===== config.mk =====
export PLATFORM = sky130hd
export DESIGN_NAME = ip_sdram_arbiter
export DESIGN_NICKNAME = d
export VERILOG_FILES = /design/src/rtl/ip_sdram_arbiter_pkg.sv /design/src/rtl/ip_sdram_arbiter_pick.sv /design/src/rtl/ip_sdram_arbiter.sv
export SDC_FILE = /design/constraint.sdc
export NUM_CORES = 1
export LEC_CHECK = 0
export ABC_AREA = 1
export CAP_MARGIN = 20
export CORE_ASPECT_RATIO = 0.7
export CORE_MARGIN = 4
export CORE_UTILIZATION = 38
export CTS_BUF_LIST = sky130_fd_sc_hd__clkbuf_8
export DETAILED_ROUTE_END_ITERATION = 10
export MAX_ROUTING_LAYER = met4
export PLACE_DENSITY = 0.78
export RECOVER_POWER = 25
export SLEW_MARGIN = 20
export SYNTH_ARGS = -nofsm -noshare
export SYNTH_HDL_FRONTEND = slang
export SYNTH_HIERARCHICAL = 1
export SYNTH_SLANG_ARGS = --single-unit

===== constraint.sdc =====
create_clock -name clk -period 1.6 [get_ports clk]
set_clock_uncertainty 0.2 [all_clocks]
set_input_delay 0.32 -clock clk [delete_from_list [all_inputs] [get_ports clk]]
set_output_delay 0.32 -clock clk [all_outputs]
set_load 0.05 [all_outputs]

===== src/rtl/ip_sdram_arbiter_pkg.sv =====
// Shared types for the two-port SDRAM arbiter: FSM state encoding and port ids.
package ip_sdram_arbiter_pkg;

    typedef enum logic [1:0] {
        ST_IDLE      = 2'd0,
        ST_ISSUE     = 2'd1,
        ST_WAIT_BUSY = 2'd2,
        ST_WAIT_DONE = 2'd3
    } state_e;

    localparam logic PORT_VDP  = 1'b0;
    localparam logic PORT_HOST = 1'b1;

endpackage


===== src/rtl/ip_sdram_arbiter_pick.sv =====
// Winner select between the VDP and host ports. Round-robin priority is built
// only when IP_SDRAM_ARBITER_ROUND_ROBIN_EN is defined; otherwise port 0 always wins.
module ip_sdram_arbiter_pick
    import ip_sdram_arbiter_pkg::*;
(
    input  logic       clk,
    input  logic       n_reset,
    input  logic [1:0] req,
    input  logic       grant_en,
    output logic       winner
);

`ifdef IP_SDRAM_ARBITER_ROUND_ROBIN_EN
    logic last_q;
    logic last_d;

    always_comb begin
        if (req[0] && req[1]) begin
            winner = ~last_q;
        end else if (req[0]) begin
            winner = PORT_VDP;
        end else begin
            winner = PORT_HOST;
        end
        last_d = last_q;
        if (grant_en) begin
            last_d = winner;
        end
    end

    // Reset to host so the VDP port wins the first contested grant.
    always_ff @(posedge clk or negedge n_reset) begin
        if (!n_reset) begin
            last_q <= PORT_HOST;
        end else begin
            last_q <= last_d;
        end
    end
`else
    logic unused_pick;
    assign unused_pick = ^{clk, n_reset, grant_en, req[1]};

    assign winner = req[0] ? PORT_VDP : PORT_HOST;
`endif

endmodule


===== src/rtl/ip_sdram_arbiter.sv =====
// Serialises VDP (port 0) and host (port 1) accesses onto a single ip_sdram controller.
// Optional round-robin arbitration: define IP_SDRAM_ARBITER_ROUND_ROBIN_EN.
module ip_sdram_arbiter
    import ip_sdram_arbiter_pkg::*;
#(
    parameter int ADDR_W = 17
) (
    input  logic              clk,
    input  logic              n_reset,
    input  logic              p0_req,
    input  logic              p0_wr,
    input  logic [ADDR_W-1:0] p0_address,
    input  logic [7:0]        p0_wdata,
    output logic              p0_ack,
    output logic [15:0]       p0_rdata,
    output logic              p0_rdata_en,
    input  logic              p1_req,
    input  logic              p1_wr,
    input  logic [ADDR_W-1:0] p1_address,
    input  logic [7:0]        p1_wdata,
    output logic              p1_ack,
    output logic [15:0]       p1_rdata,
    output logic              p1_rdata_en,
    output logic              sdram_rd_n,
    output logic              sdram_wr_n,
    output logic [ADDR_W-1:0] sdram_address,
    output logic [7:0]        sdram_wdata,
    input  logic              sdram_busy,
    input  logic [15:0]       sdram_rdata,
    input  logic              sdram_rdata_en
);

    state_e              state_q, state_d;
    logic                owner_q, owner_d;
    logic                wr_q, wr_d;
    logic                got_q, got_d;
    logic [ADDR_W-1:0]   addr_q, addr_d;
    logic [7:0]          wdata_q, wdata_d;
    logic                rd_n_q, rd_n_d;
    logic                wr_n_q, wr_n_d;
    logic [1:0]          ack_q, ack_d;
    logic [1:0]          rdata_en_q, rdata_en_d;
    logic [1:0][15:0]    rdata_q, rdata_d;

    logic [1:0]          req;
    logic                winner;
    logic                grant;
    logic                rd_take;

    assign req = {p1_req, p0_req};

    ip_sdram_arbiter_pick u_pick (
        .clk      (clk),
        .n_reset  (n_reset),
        .req      (req),
        .grant_en (grant),
        .winner   (winner)
    );

    always_comb begin
        state_d    = state_q;
        owner_d    = owner_q;
        wr_d       = wr_q;
        got_d      = got_q;
        addr_d     = addr_q;
        wdata_d    = wdata_q;
        rd_n_d     = 1'b1;
        wr_n_d     = 1'b1;
        ack_d      = '0;
        rdata_en_d = '0;
        rdata_d    = rdata_q;
        grant      = 1'b0;

        // Read data is only meaningful once our own read command has gone out.
        rd_take = sdram_rdata_en && !wr_q &&
                  (state_q == ST_WAIT_BUSY || state_q == ST_WAIT_DONE);
        if (rd_take) begin
            rdata_d[owner_q]    = sdram_rdata;
            rdata_en_d[owner_q] = 1'b1;
            got_d               = 1'b1;
        end

        case (state_q)
            ST_IDLE: begin
                if (!sdram_busy && (req != 2'b00)) begin
                    grant         = 1'b1;
                    owner_d       = winner;
                    wr_d          = winner ? p1_wr : p0_wr;
                    addr_d        = winner ? p1_address : p0_address;
                    wdata_d       = winner ? p1_wdata : p0_wdata;
                    got_d         = 1'b0;
                    rd_n_d        = wr_d;
                    wr_n_d        = ~wr_d;
                    ack_d[winner] = 1'b1;
                    state_d       = ST_ISSUE;
                end
            end
            ST_ISSUE: begin
                state_d = ST_WAIT_BUSY;
            end
            ST_WAIT_BUSY: begin
                if (sdram_busy) begin
                    state_d = ST_WAIT_DONE;
                end
            end
            ST_WAIT_DONE: begin
                if (!sdram_busy && (wr_q || got_q || rd_take)) begin
                    state_d = ST_IDLE;
                end
            end
            default: begin
                state_d = ST_IDLE;
            end
        endcase
    end

    always_ff @(posedge clk or negedge n_reset) begin
        if (!n_reset) begin
            state_q    <= ST_IDLE;
            owner_q    <= PORT_VDP;
            wr_q       <= 1'b0;
            got_q      <= 1'b0;
            addr_q     <= '0;
            wdata_q    <= '0;
            rd_n_q     <= 1'b1;
            wr_n_q     <= 1'b1;
            ack_q      <= '0;
            rdata_en_q <= '0;
            rdata_q    <= '0;
        end else begin
            state_q    <= state_d;
            owner_q    <= owner_d;
            wr_q       <= wr_d;
            got_q      <= got_d;
            addr_q     <= addr_d;
            wdata_q    <= wdata_d;
            rd_n_q     <= rd_n_d;
            wr_n_q     <= wr_n_d;
            ack_q      <= ack_d;
            rdata_en_q <= rdata_en_d;
            rdata_q    <= rdata_d;
        end
    end

    assign sdram_rd_n    = rd_n_q;
    assign sdram_wr_n    = wr_n_q;
    assign sdram_address = addr_q;
    assign sdram_wdata   = wdata_q;
    assign p0_ack        = ack_q[0];
    assign p1_ack        = ack_q[1];
    assign p0_rdata_en   = rdata_en_q[0];
    assign p1_rdata_en   = rdata_en_q[1];
    assign p0_rdata      = rdata_q[0];
    assign p1_rdata      = rdata_q[1];

endmodule


Word level (Yosys, flattened, before mapping)
Cells that the tools add are included.

Bits in registers: 68. Output and inout bits: 63. Input bits: 74.

Equality and inequality tests: 6. $lt $le $gt $ge: 4. Reduce and logical (&&, ||, !) cells: 15. Bitwise gates (word level): 1. Mux-type cells: 25.

Operators with widths (number): bitwise mux 32 bit (1); 2-to-1 mux 17 bit (1); demux 16 bit (select 1 bit) (1); 2-to-1 mux 16 bit (1); 2-to-1 mux 2 bit (6); 2-to-1 mux 1 bit (11); 2-to-1 mux 8 bit (1); case mux 2 bit (4 select lines) (1); logical AND 1 bit (6); equality test 2 bit, second input constant (2); less-than comparator 1 x 2 -> 1 bit, second input constant (2); != test 2 bit, second input constant (2); logical OR 1 bit (3); AND reduction 3 bit (1); demux 1 bit (select 1 bit) (2); equality test 2 x 1 -> 1 bit, second input constant (1); >= comparator 1 bit, second input constant (2); zero test 1 bit (2); zero test 2 bit (1); != test 2 x 1 -> 1 bit, second input constant (1); AND reduction 2 bit (1); nonzero test 2 bit (1); inverter 1 bit (1).

Depth between registers and ports, before layout
Gate-level depths: netlist of run 1.

Depth after elaboration: 7. Mapped depth: 11. Mapped depth without buffers: 11.

By module
The synthesis of run 1 kept the hierarchy.

By module, submodules not included: ip_sdram_arbiter (cells an instance 326, area an instance 2914.0 µm², seq. area each 1704.1 µm², instances 1); ip_sdram_arbiter_pick (cells an instance 1, area an instance 3.8 µm², seq. area each 0.0 µm², instances 1).

Worst setup path after synthesis of run 1
Ideal clock, no wire load.

Kind: reg-to-reg. From: register state_q[0]. To: register addr_q[10], in the netlist sdram_address[10]. Stages on the path, launching flop included: 10. Required time: 1.275 ns. Arrival: 1.272 ns. Setup slack: 0.004 ns. Setup time: 0.125 ns. Cells stage by stage: dfrtp_1 > inv_1 > ha_1 > inv_1 > nor2_4 > inv_6 > buf_6 > buf_6 > nand2_1 > nand3_1.

Cells in the longest elaborated chain, start to end: 2.

Ends and longest elaborated chain: start: declaration (line ip_sdram_arbiter.sv:33) `state_e state_q, state_d;`; start signal: assignment (line ip_sdram_arbiter.sv:131) `state_q <= state_d;`; zero test 2 bit (line ip_sdram_arbiter.sv:83) `case (state_q)`; AND reduction 2 bit (no source line); end signal: assignment (line ip_sdram_arbiter.sv:135) `addr_q <= addr_d;`; end: declaration (line ip_sdram_arbiter.sv:37) `logic [ADDR_W-1:0] addr_q, addr_d;`.

No other way between the ends. A chain may end at the register's enable or synchronous reset.

Worst setup path after layout of run 1
From: register state_q[1]. To: register addr_q[7], in the netlist sdram_address[7].

The elaborated chain is that of the path after synthesis.

==> results of run 1 <==
power by group:
group          leakage, µW  switching [µW]  internal, µW
clock network     0.000117             623           906
registers         0.000851             814          2470
logic              0.00169            4140          3610
total              0.00266            5580          6990
critical path, cell delays in order (launching register included):
cell and delay [ns]:
dfrtp_2 0.44, inv_2 0.08, ha_4 0.14, inv_2 0.05
nor2_4 0.13, inv_6 0.08, nor2_8 0.18, buf_16 0.17
nand2_1 0.07, nand3_1 0.09
worst paths after layout:
check                                               end  cells past startpoint              startpoint  slack [ns]
setup / recovery           sdram_address[7]$_DFFE_PN0P_                      9  state_q[1]$_DFFE_PN0P_       -0.10
hold / removal                          got_q$_DFF_PN0_                      2         got_q$_DFF_PN0_        0.30
setup reg to reg           sdram_address[7]$_DFFE_PN0P_                      9  state_q[1]$_DFFE_PN0P_       -0.10
hold reg to reg                         got_q$_DFF_PN0_                      2         got_q$_DFF_PN0_        0.30
max in group asynchronous       p0_rdata[6]$_DFFE_PN0P_                      3                 n_reset        0.13
min in group asynchronous  sdram_address[4]$_DFFE_PN0P_                      2                 n_reset        0.37
through the flow:
stage	instances	TNS, ns	area [µm²]	setup slack [ns]
detailed placement	569	-15.74	5150	-0.358
CTS	593	-3.23	5560	-0.100
global route	594	-5.92	5620	-0.160
global placement	569	-13.26	5150	-0.266
floorplan	327	0	2920	0.00371
finish	594	-2.38	5620	-0.100
cells in the final DEF, fill, tap and decap left out, types with 3 or more instances in the layout:
master,n
buf_12,68
buf_4,13
buf_6,10
clkbuf_8,10
clkdlybuf4s50_1,72
clkinv_2,3
dfrtp_1,65
inv_1,7
inv_2,5
nand2_1,146
nand2_2,8
nand3_1,24
nand3_2,4
nor2_4,3
o21ai_0,9
o21ai_1,21
o21ai_2,4
registers in the layout (all words and copies together), names as in the netlist:
signal         cells
owner_q            1
got_q              1
p0_rdata          16
state_q            2
rdata_en_q         2
sdram_rd_n         1
wr_q               1
sdram_wdata        8
ack_q              2
sdram_address     17
sdram_wr_n         1
p1_rdata          16
area by class of cell:
type,count,share of cell area
clock buffers,10,0.0245
flip-flops and latches,68,0.304
inverters,13,0.0100
multi-input cells,232,0.206
well taps,98,0.0218
repair buffers,167,0.420
clock inverters,6,0.0140
metal layers:
| metal | track usage | vias up | routed length, µm |
|---|---|---|---|
| met4 | 0.0840 | 0 | 269 |
| li1 | - | 1368 | - |
| met3 | 0.0566 | 27 | 701 |
| met1 | 0.268 | 1369 | 4040 |
| met2 | 0.355 | 157 | 4780 |
| met5 | - | - | 0 |
timing repair:
action	in CTS	in global routing
setup buffers	3	1
endpoints found under the hold margin	66	0
cloned	4	0
endpoints found under the setup margin	62	63
pin swaps	7	5
resized for setup	34	36
hold buffers	1	0
logic make-up (layout without fill, tap and decap cells):
family                   Yosys count  after routing  synth area share
AND/OR/NAND/NOR                  192            193             0.279
flip-flops                        68             68             0.584
AO/OA/AOI/OAI                     36             36            0.0643
buffers and inverters             28            196            0.0600
adder cells (fa/ha/maj)            3              3            0.0129
==> out/metrics.cfg, run 1 <==
[outcome]
status=finished with violations
violations=setup timing

[timing]
fin_ws_ns=-0.100
fin_crit_sh=1.06
rsz0062_at_grt=true
maxSlewHeadroom=0.496
whs_ns=0.302
hold_viol=0
fmax_ghz=0.588
slew_viol_final=0
fin_crit_ns=1.70
tightest_slew_ns=0.756
setup_violations=57

[yosys]
yosysWarnings=6
synth_edf_count=0
ys_seq_area_frac=0.584
syn_area_per_cell_um2=8.92
synth_top_area_frac=0.566
synthArstFlopShare=1.00
synth_cells=327
yosys_most_used_dff=dfrtp_1
yosysMostFrequentCell=nand2_1
synth_area_leaders=dfrtp_1, nand2_1, o21ai_0
synth_area_um2=2920
yosysTopAreaCell=dfrtp_1
yosys_register_bits=68
synth_common_cells=nand2_1, dfrtp_1, o21ai_0
yosysUniqueCellTypes=21
synth_nets=404

[floorplan]
die_h_um=81.3
core_um2=7380
ios=137
start_util=0.395
die_x_um=113
dieArea_um2=9170
num_rows=26

[setup_path]
arrival_ns=1.77
end_kind=register
start_kind=register
worstSetupPathType=register to register
cp_max_fo=12
required_ns=1.67

[clock_network]
clk_pin_slew_ns=0.07
cts.path.max_buffers=2
clock_sinks=68
htree_levels=3
cts_buffers=9
clock_latency_ns=0.33
cts.root.buffer_cell=clkbuf_8
cts_tree=yes

[pwr]
power_density_nw_per_um2=2240
p_total_uw=12600
ir_drop_uv=1560
leakagePower_uw=0.00266

[global_route]
grt_max_degree=31
gr-total-overflow=0
antenna_found_initial=0
grt_usage=0.220
grt_pass1_vias=3031
grt_pass1_wl_mm=15.1

[drt]
num_vias=2921
drcViolationCount=0
firstDrtPassIters=5
wire_per_inst_um=16.5
drt_first_iter_violations=135
ant_nets=0
via_per_inst=4.92
drt-total-wl_mm=9.79

[layout]
syn_to_final_growth_pct=92.5
seqCellArea_um2=1710
layout-drive-gt1-share=0.298
nFillCells=484
multi_input_area_um2=1160
fin_nets=568
diodes=0
utilization=0.760

[run]
max_cap_violations=0

[placement]
io_buffers=136
place_congestion=0.875
place_hpwl_mm=7.04

[min_path]
hold_path.class=register to register

Power figures use the tool's default switching activity.
==> inputs of run 2 (changes only) <==
MAX_ROUTING_LAYER = not set   (was met4)
REMOVE_ABC_BUFFERS = 1   (was not set)
SLEW_MARGIN = not set   (was 20)
==> run 2 against run 1 <==
Compared with the run above:
- the flow still finishes with violations (setup timing)
- sequential power is 1% lower
- first-iteration DRC count is 22% lower
- cell area is 1.6% lower
- worst setup slack better by 0.046 ns
- cell count is 0.84% lower
- wire length is 7.6% lower
- combinational power is 3.5% lower
- global-route usage is 2.3 points lower
- critical endpoint is now state_q[1]$_DFFE_PN0P_
- highest routed layer unchanged
==> out/metrics.cfg, run 2 (synthesis gave the netlist of run 1 again) <==
[clock_network]
clk_pin_slew_ns=0.07  ; about the same
cts.root.buffer_cell=clkbuf_8
cts_tree=yes
cts.path.max_buffers=2  ; unchanged
htree_levels=3  ; unchanged
clock_sinks=68  ; unchanged
clock_latency_ns=0.33  ; about the same
cts_buffers=9  ; unchanged

[placement]
io_buffers=136  ; unchanged
place_hpwl_mm=6.52  ; -7.5%
dp_slack_ns=-0.300  ; +0.0582 ns
placed_cells=565  ; -0.70%
place_congestion=0.758  ; -13%

[timing]
fin_crit_sh=1.03  ; -0.0285
hold_viol=0  ; unchanged
setup_violations=21  ; -63%
fin_ws_ns=-0.0548  ; +0.0457 ns
rsz0062_at_grt=true
fmax_ghz=0.604  ; +2.8%
maxSlewHeadroom=0.595  ; +0.0997
tightest_slew_ns=0.607  ; -0.149 ns
setup_tns_ns=-0.508  ; +1.87 ns
fin_crit_ns=1.65  ; -0.0457 ns
slew_viol_final=0  ; unchanged

[min_path]
hold_depth=2  ; unchanged
hold_path.class=register to register

[outcome]
status=finished with violations
violations=setup timing

[layout]
syn_to_final_growth_pct=89.3
nFillCells=515  ; +6.4%
utilization=0.748  ; -0.0125
fin_nets=563  ; -0.88%
largest_reg_flops=17  ; unchanged
instances_no_fill=589  ; -0.84%
layout-drive-gt1-share=0.269  ; -0.0295
diodes=0  ; unchanged
final_common_cell=nand2_1
final_cell_mix=nand2_1, clkdlybuf4s50_1, buf_12

[drt]
drt_first_iter_violations=105  ; -22%
firstDrtPassIters=5  ; unchanged
via_per_inst=4.80  ; -2.4%
drcViolationCount=0  ; unchanged
wire_per_inst_um=15.4  ; -6.8%
num_vias=2826  ; -3.3%
drt-total-wl_mm=9.05  ; -7.6%
ant_nets=0  ; unchanged

[pwr]
ir_drop_uv=1350  ; -14%
switching_share=0.447  ; +0.00353
p_int_uw=6710  ; -4.0%
power_density_nw_per_um2=2200  ; -1.8%
p_sw_uw=5430  ; -2.6%
comb_power_share=0.617  ; about the same
leakagePower_uw=0.00261  ; -2.0%
pwr-share-seq=0.268  ; +0.006
pwr-share-clk=0.116  ; -0.006

[setup_path]
end_kind=register
required_ns=1.62  ; -0.05 ns
worstSetupPathType=input pin to register
cp_max_fo=6  ; -6
reg2reg_depth=11  ; +2
arrival_ns=1.67  ; -0.10 ns
start_kind=input pin

[global_route]
grt_usage=0.196  ; -0.0235
gr-total-overflow=0  ; unchanged
grt_pass1_wl_mm=14.1  ; -6.4%
antenna_found_initial=0  ; unchanged
grt_pass1_vias=2890  ; -4.7%
grt_max_degree=69  ; +120%

[floorplan]
dieArea_um2=9170  ; unchanged
core_um2=7380  ; unchanged
ios=137  ; unchanged
num_rows=26  ; unchanged
start_util=0.395  ; unchanged
die_x_um=113  ; unchanged
die_h_um=81.3  ; unchanged

[run]
max_cap_violations=0  ; unchanged

run 2: routing by layer:
layer / track usage / routed length, µm / up-vias
met5: 0 / 0 / -
met4: 0.0564 / 143 / 0
met3: 0.0417 / 521 / 12
met2: 0.346 / 4640 / 93
met1: 0.246 / 3740 / 1367
li1: - / - / 1354
run 2: layout make-up:
cell class              count  area, µm²  share of cell area
flip-flops and latches     68       1700               0.309
clock buffers               9        124              0.0224
well taps                  98        123              0.0222
repair buffers            162       2340               0.423
clock inverters             7       75.1              0.0136
inverters                  13       53.8             0.00974
multi-input cells         232       1110               0.200
run 2: what timing repair did:
action                                  in CTS  in global routing
gates resized for setup                     23                 14
hold endpoints to repair                    66                  0
cloned                                       3                  1
pin swaps                                    3                  2
hold buffers                                 1                  0
endpoints found under the setup margin      59                 61
setup buffers                                1                  2
run 2: critical path, cell delays in order:
cell             delay, ns
clkdlybuf4s50_1       0.45
inv_1                 0.04
nor2_2                0.30
nand2_8               0.12
nand2_1               0.09
nand2_1               0.06
nand2_2               0.08
nand2_1               0.08
nand2_1               0.08
nand2_1               0.05
run 2: power by group through the flow:
stage | clock (µW) | sequential [µW] | combinational (µW)
after global routing | 1540 | 3340 | 7840
after global placement | 0 | 3230 | 7050
after CTS | 1440 | 3250 | 7370
final | 1400 | 3250 | 7480
after floorplan | 0 | 5230 | 1120
after detailed placement | 0 | 3280 | 7170
run 2: path summary, 6_finish.rpt:
path                                   startpoint  slack (ns)                      end
max in group asynchronous                 n_reset        0.36       ack_q[0]$_DFF_PN0_
min in group asynchronous                 n_reset        0.44  p1_rdata[4]$_DFFE_PN0P_
setup / recovery                   sdram_rdata_en       -0.05   state_q[1]$_DFFE_PN0P_
hold reg to reg                   got_q$_DFF_PN0_        0.31          got_q$_DFF_PN0_
hold / removal                    got_q$_DFF_PN0_        0.31          got_q$_DFF_PN0_
setup reg to reg           state_q[0]$_DFFE_PN0P_       -0.05   state_q[1]$_DFFE_PN0P_
run 2: through the flow:
| step | total power (µW) | hold slack (ns) | cell area (µm²) |
|---|---|---|---|
| after CTS | 12100 | 0.314 | 5450 |
| final | 12100 | 0.311 | 5520 |
| after floorplan | 6350 | -0.176 | 2800 |
| after global placement | 10300 | 0.163 | 5120 |
| after detailed placement | 10400 | 0.170 | 5120 |
| after global routing | 12700 | 0.317 | 5520 |
==> inputs of run 3 (changes only) <==
ABC_AREA = 0   (was 1)
==> run 3 against run 2 <==
Compared with the run above:
- the flow still finishes with violations (setup timing)
- clock power grew 24%
- synthesized cell count shrank 33%
- critical path depth shrank 4
- sequential cell count is the same
- first-iteration DRC count shrank 37%
- area after synthesis shrank 1.7%
- non-clock buffer count grew 7
- cell area grew 8.2%
- via count shrank 16%
- sequential share of layout area shrank 2.3 points
- critical path type is now register to register
- largest cell class unchanged
==> out/metrics.cfg, run 3 <==
[outcome]
status=finished with violations
violations=setup timing

[min_path]
hold_path.class=register to register

[clock_network]
clk_pin_slew_ns=0.07  ; about the same
clock_latency_ns=0.32  ; about the same
htree_levels=3  ; unchanged
cts_buffers=9  ; unchanged
cts_tree=yes
cts.path.max_buffers=2  ; unchanged
clock_sinks=68  ; unchanged
cts.root.buffer_cell=clkbuf_8

[yosys]
yosysUniqueCellTypes=25  ; +19%
synthArstFlopShare=1.00  ; unchanged
synth_area_leaders=dfrtp_1, mux2_2, mux2i_1
synth_cells=219  ; -33%
yosysTopAreaCell=dfrtp_1
yosysMostFrequentCell=dfrtp_1
yosys_register_bits=68  ; unchanged
synth_top_area_frac=0.576  ; +0.00963
yosys_most_used_dff=dfrtp_1
synth_edf_count=0  ; unchanged
yosysWarnings=6  ; unchanged
synth_common_cells=dfrtp_1, a21oi_1, nor2_1
syn_area_per_cell_um2=13.1  ; +47%
ys_seq_area_frac=0.594  ; +0.00993
synth_area_um2=2870  ; -1.7%

[timing]
rsz0062_at_grt=true
fin_crit_sh=1.17  ; +0.134
fmax_ghz=0.535  ; -11%
fin_ws_ns=-0.270  ; -0.215 ns
fin_crit_ns=1.87  ; +0.215 ns
slew_viol_final=0  ; unchanged
setup_violations=64  ; +200%
hold_viol=0  ; unchanged
tightest_slew_ns=0.627  ; +0.0196 ns
whs_ns=0.324  ; +0.0138 ns
maxSlewHeadroom=0.582  ; -0.0131

[drt]
wire_per_inst_um=19.3  ; +26%
drt-total-wl_mm=9.45  ; +4.5%
drt_first_iter_violations=66  ; -37%
num_vias=2360  ; -16%
via_per_inst=4.82  ; +0.38%
ant_nets=0  ; unchanged
firstDrtPassIters=4  ; -1
drcViolationCount=0  ; unchanged

[placement]
place_congestion=0.775  ; +2.3%
place_hpwl_mm=5.85  ; -10%
io_buffers=136  ; unchanged

[layout]
utilization=0.816  ; +0.0684
syn_to_final_growth_pct=108
fin_nets=464  ; -18%
diodes=0  ; unchanged
final_common_cell=clkdlybuf4s50_1
final_cell_mix=clkdlybuf4s50_1, buf_12, dfrtp_1
largest_reg_flops=17  ; unchanged
layout-drive-gt1-share=0.543  ; +0.275

[global_route]
grt_pass1_wl_mm=13.3  ; -5.6%
grt_pass1_vias=2639  ; -8.7%
gr-total-overflow=0  ; unchanged
grt_usage=0.191  ; -0.00515
grt_max_degree=69  ; unchanged
antenna_found_initial=0  ; unchanged

[setup_path]
worstSetupPathType=register to register
crit_buf_inv=2  ; unchanged
cp_max_fo=8  ; +2
reg2reg_slack_ns=-0.27  ; -0.21 ns
crit_family=flip-flops
start_kind=register
path_cells=inv_2 -> ha_4 -> o211ai_2 -> or2_4 -> clkbuf_16 -> mux2_4
slowest_delay_ns=0.43  ; -0.02 ns
required_ns=1.61  ; about the same
critPathSlowestCell=dfrtp_1
end_kind=register
arrival_ns=1.88  ; +0.21 ns

[pwr]
power_density_nw_per_um2=2330  ; +5.9%
leakagePower_uw=0.00265  ; +1.7%
ir_drop_uv=1260  ; -6.5%
p_total_uw=13900  ; +15%

[floorplan]
die_h_um=80.7  ; -0.76%
dieArea_um2=9030  ; -1.5%
num_rows=26  ; unchanged
start_util=0.392  ; -0.00315
ios=137  ; unchanged
die_x_um=112  ; -0.78%
core_um2=7320  ; -0.88%

[run]
max_cap_violations=0  ; unchanged

run 3: cell types whose count changed after synthesis, moves of 6 or more:
cell     change
a21oi_1     +26
buf_2        +7
buf_6        -6
mux2_2      +26
mux2_4       +9
mux2i_1     +26
nand2_1    -153
nand3_1     -28
nor2_1      +24
o21ai_0     -31
run 3: power breakdown:
| part | internal (µW) | switching (µW) |
|---|---|---|
| combinational | 4480 | 4140 |
| clock | 1080 | 653 |
| sequential | 2530 | 1020 |
| total | 8090 | 5810 |
run 3: kinds of logic (layout without fill, tap and decap cells):
group	Yosys count	count (layout)	synth area share
AO/OA/AOI/OAI	32	32	0.0637
adder cells (fa/ha/maj)	3	3	0.0131
buffers and inverters	20	193	0.0393
flip-flops	68	68	0.594
multiplexers	61	61	0.240
AND/OR/NAND/NOR	35	35	0.0502
run 3: timing repair:
action / CTS / global route
hold buffers: 1 / 0
setup endpoints to repair: 62 / 64
gates resized for setup: 38 / 67
pin swaps: 2 / 9
buffers inserted: 7 / 1
endpoints found under the hold margin: 66 / 0
cloned: 4 / 5
run 3: stage by stage:
stage	setup TNS, ns	setup WS, ns	std cells	instance area, µm²
detailed placement	-21.69	-0.445	458	5090
CTS	-10.48	-0.245	486	5650
global placement	-17.70	-0.365	458	5090
global route	-15.33	-0.308	490	5970
floorplan	-52.83	-1.55	207	2790
finish	-11.65	-0.270	490	5970
run 3: final timing paths:
kind                                         from                      endpoint  depth (start not counted)
min in group asynchronous                 n_reset  sdram_address[4]$_DFFE_PN0P_                          3
setup reg to reg           state_q[0]$_DFFE_PN0P_      p0_rdata[15]$_DFFE_PN0P_                          6
hold reg to reg                   got_q$_DFF_PN0_               got_q$_DFF_PN0_                          2
max in group asynchronous                 n_reset        state_q[1]$_DFFE_PN0P_                          3
setup / recovery           state_q[0]$_DFFE_PN0P_      p0_rdata[15]$_DFFE_PN0P_                          6
hold / removal                    got_q$_DFF_PN0_               got_q$_DFF_PN0_                          2
run 3: area by class of cell:
cell class | instances | area [µm²]
repair buffers | 169 | 2480
flip-flops and latches | 68 | 1710
multi-input cells | 131 | 1380
fillers | 403 | 1350
clock buffers | 10 | 138
well taps | 98 | 123
clock inverters | 6 | 111
inverters | 8 | 35.0
run 3: worst register-to-register path: stages, from the launching register on:
cell and delay, ns:
dfrtp_1 0.43, inv_2 0.10, ha_4 0.15, o211ai_2 0.09, or2_4 0.31, clkbuf_16 0.19
mux2_4 0.30
run 3: layer usage:
metal / GRT usage / vias to the layer above / routed length [µm]
li1: - / 1088 / -
met1: 0.223 / 1195 / 3830
met2: 0.337 / 70 / 4970
met3: 0.0745 / 7 / 601
met4: 0.0425 / 0 / 55
met5: 0 / - / 0
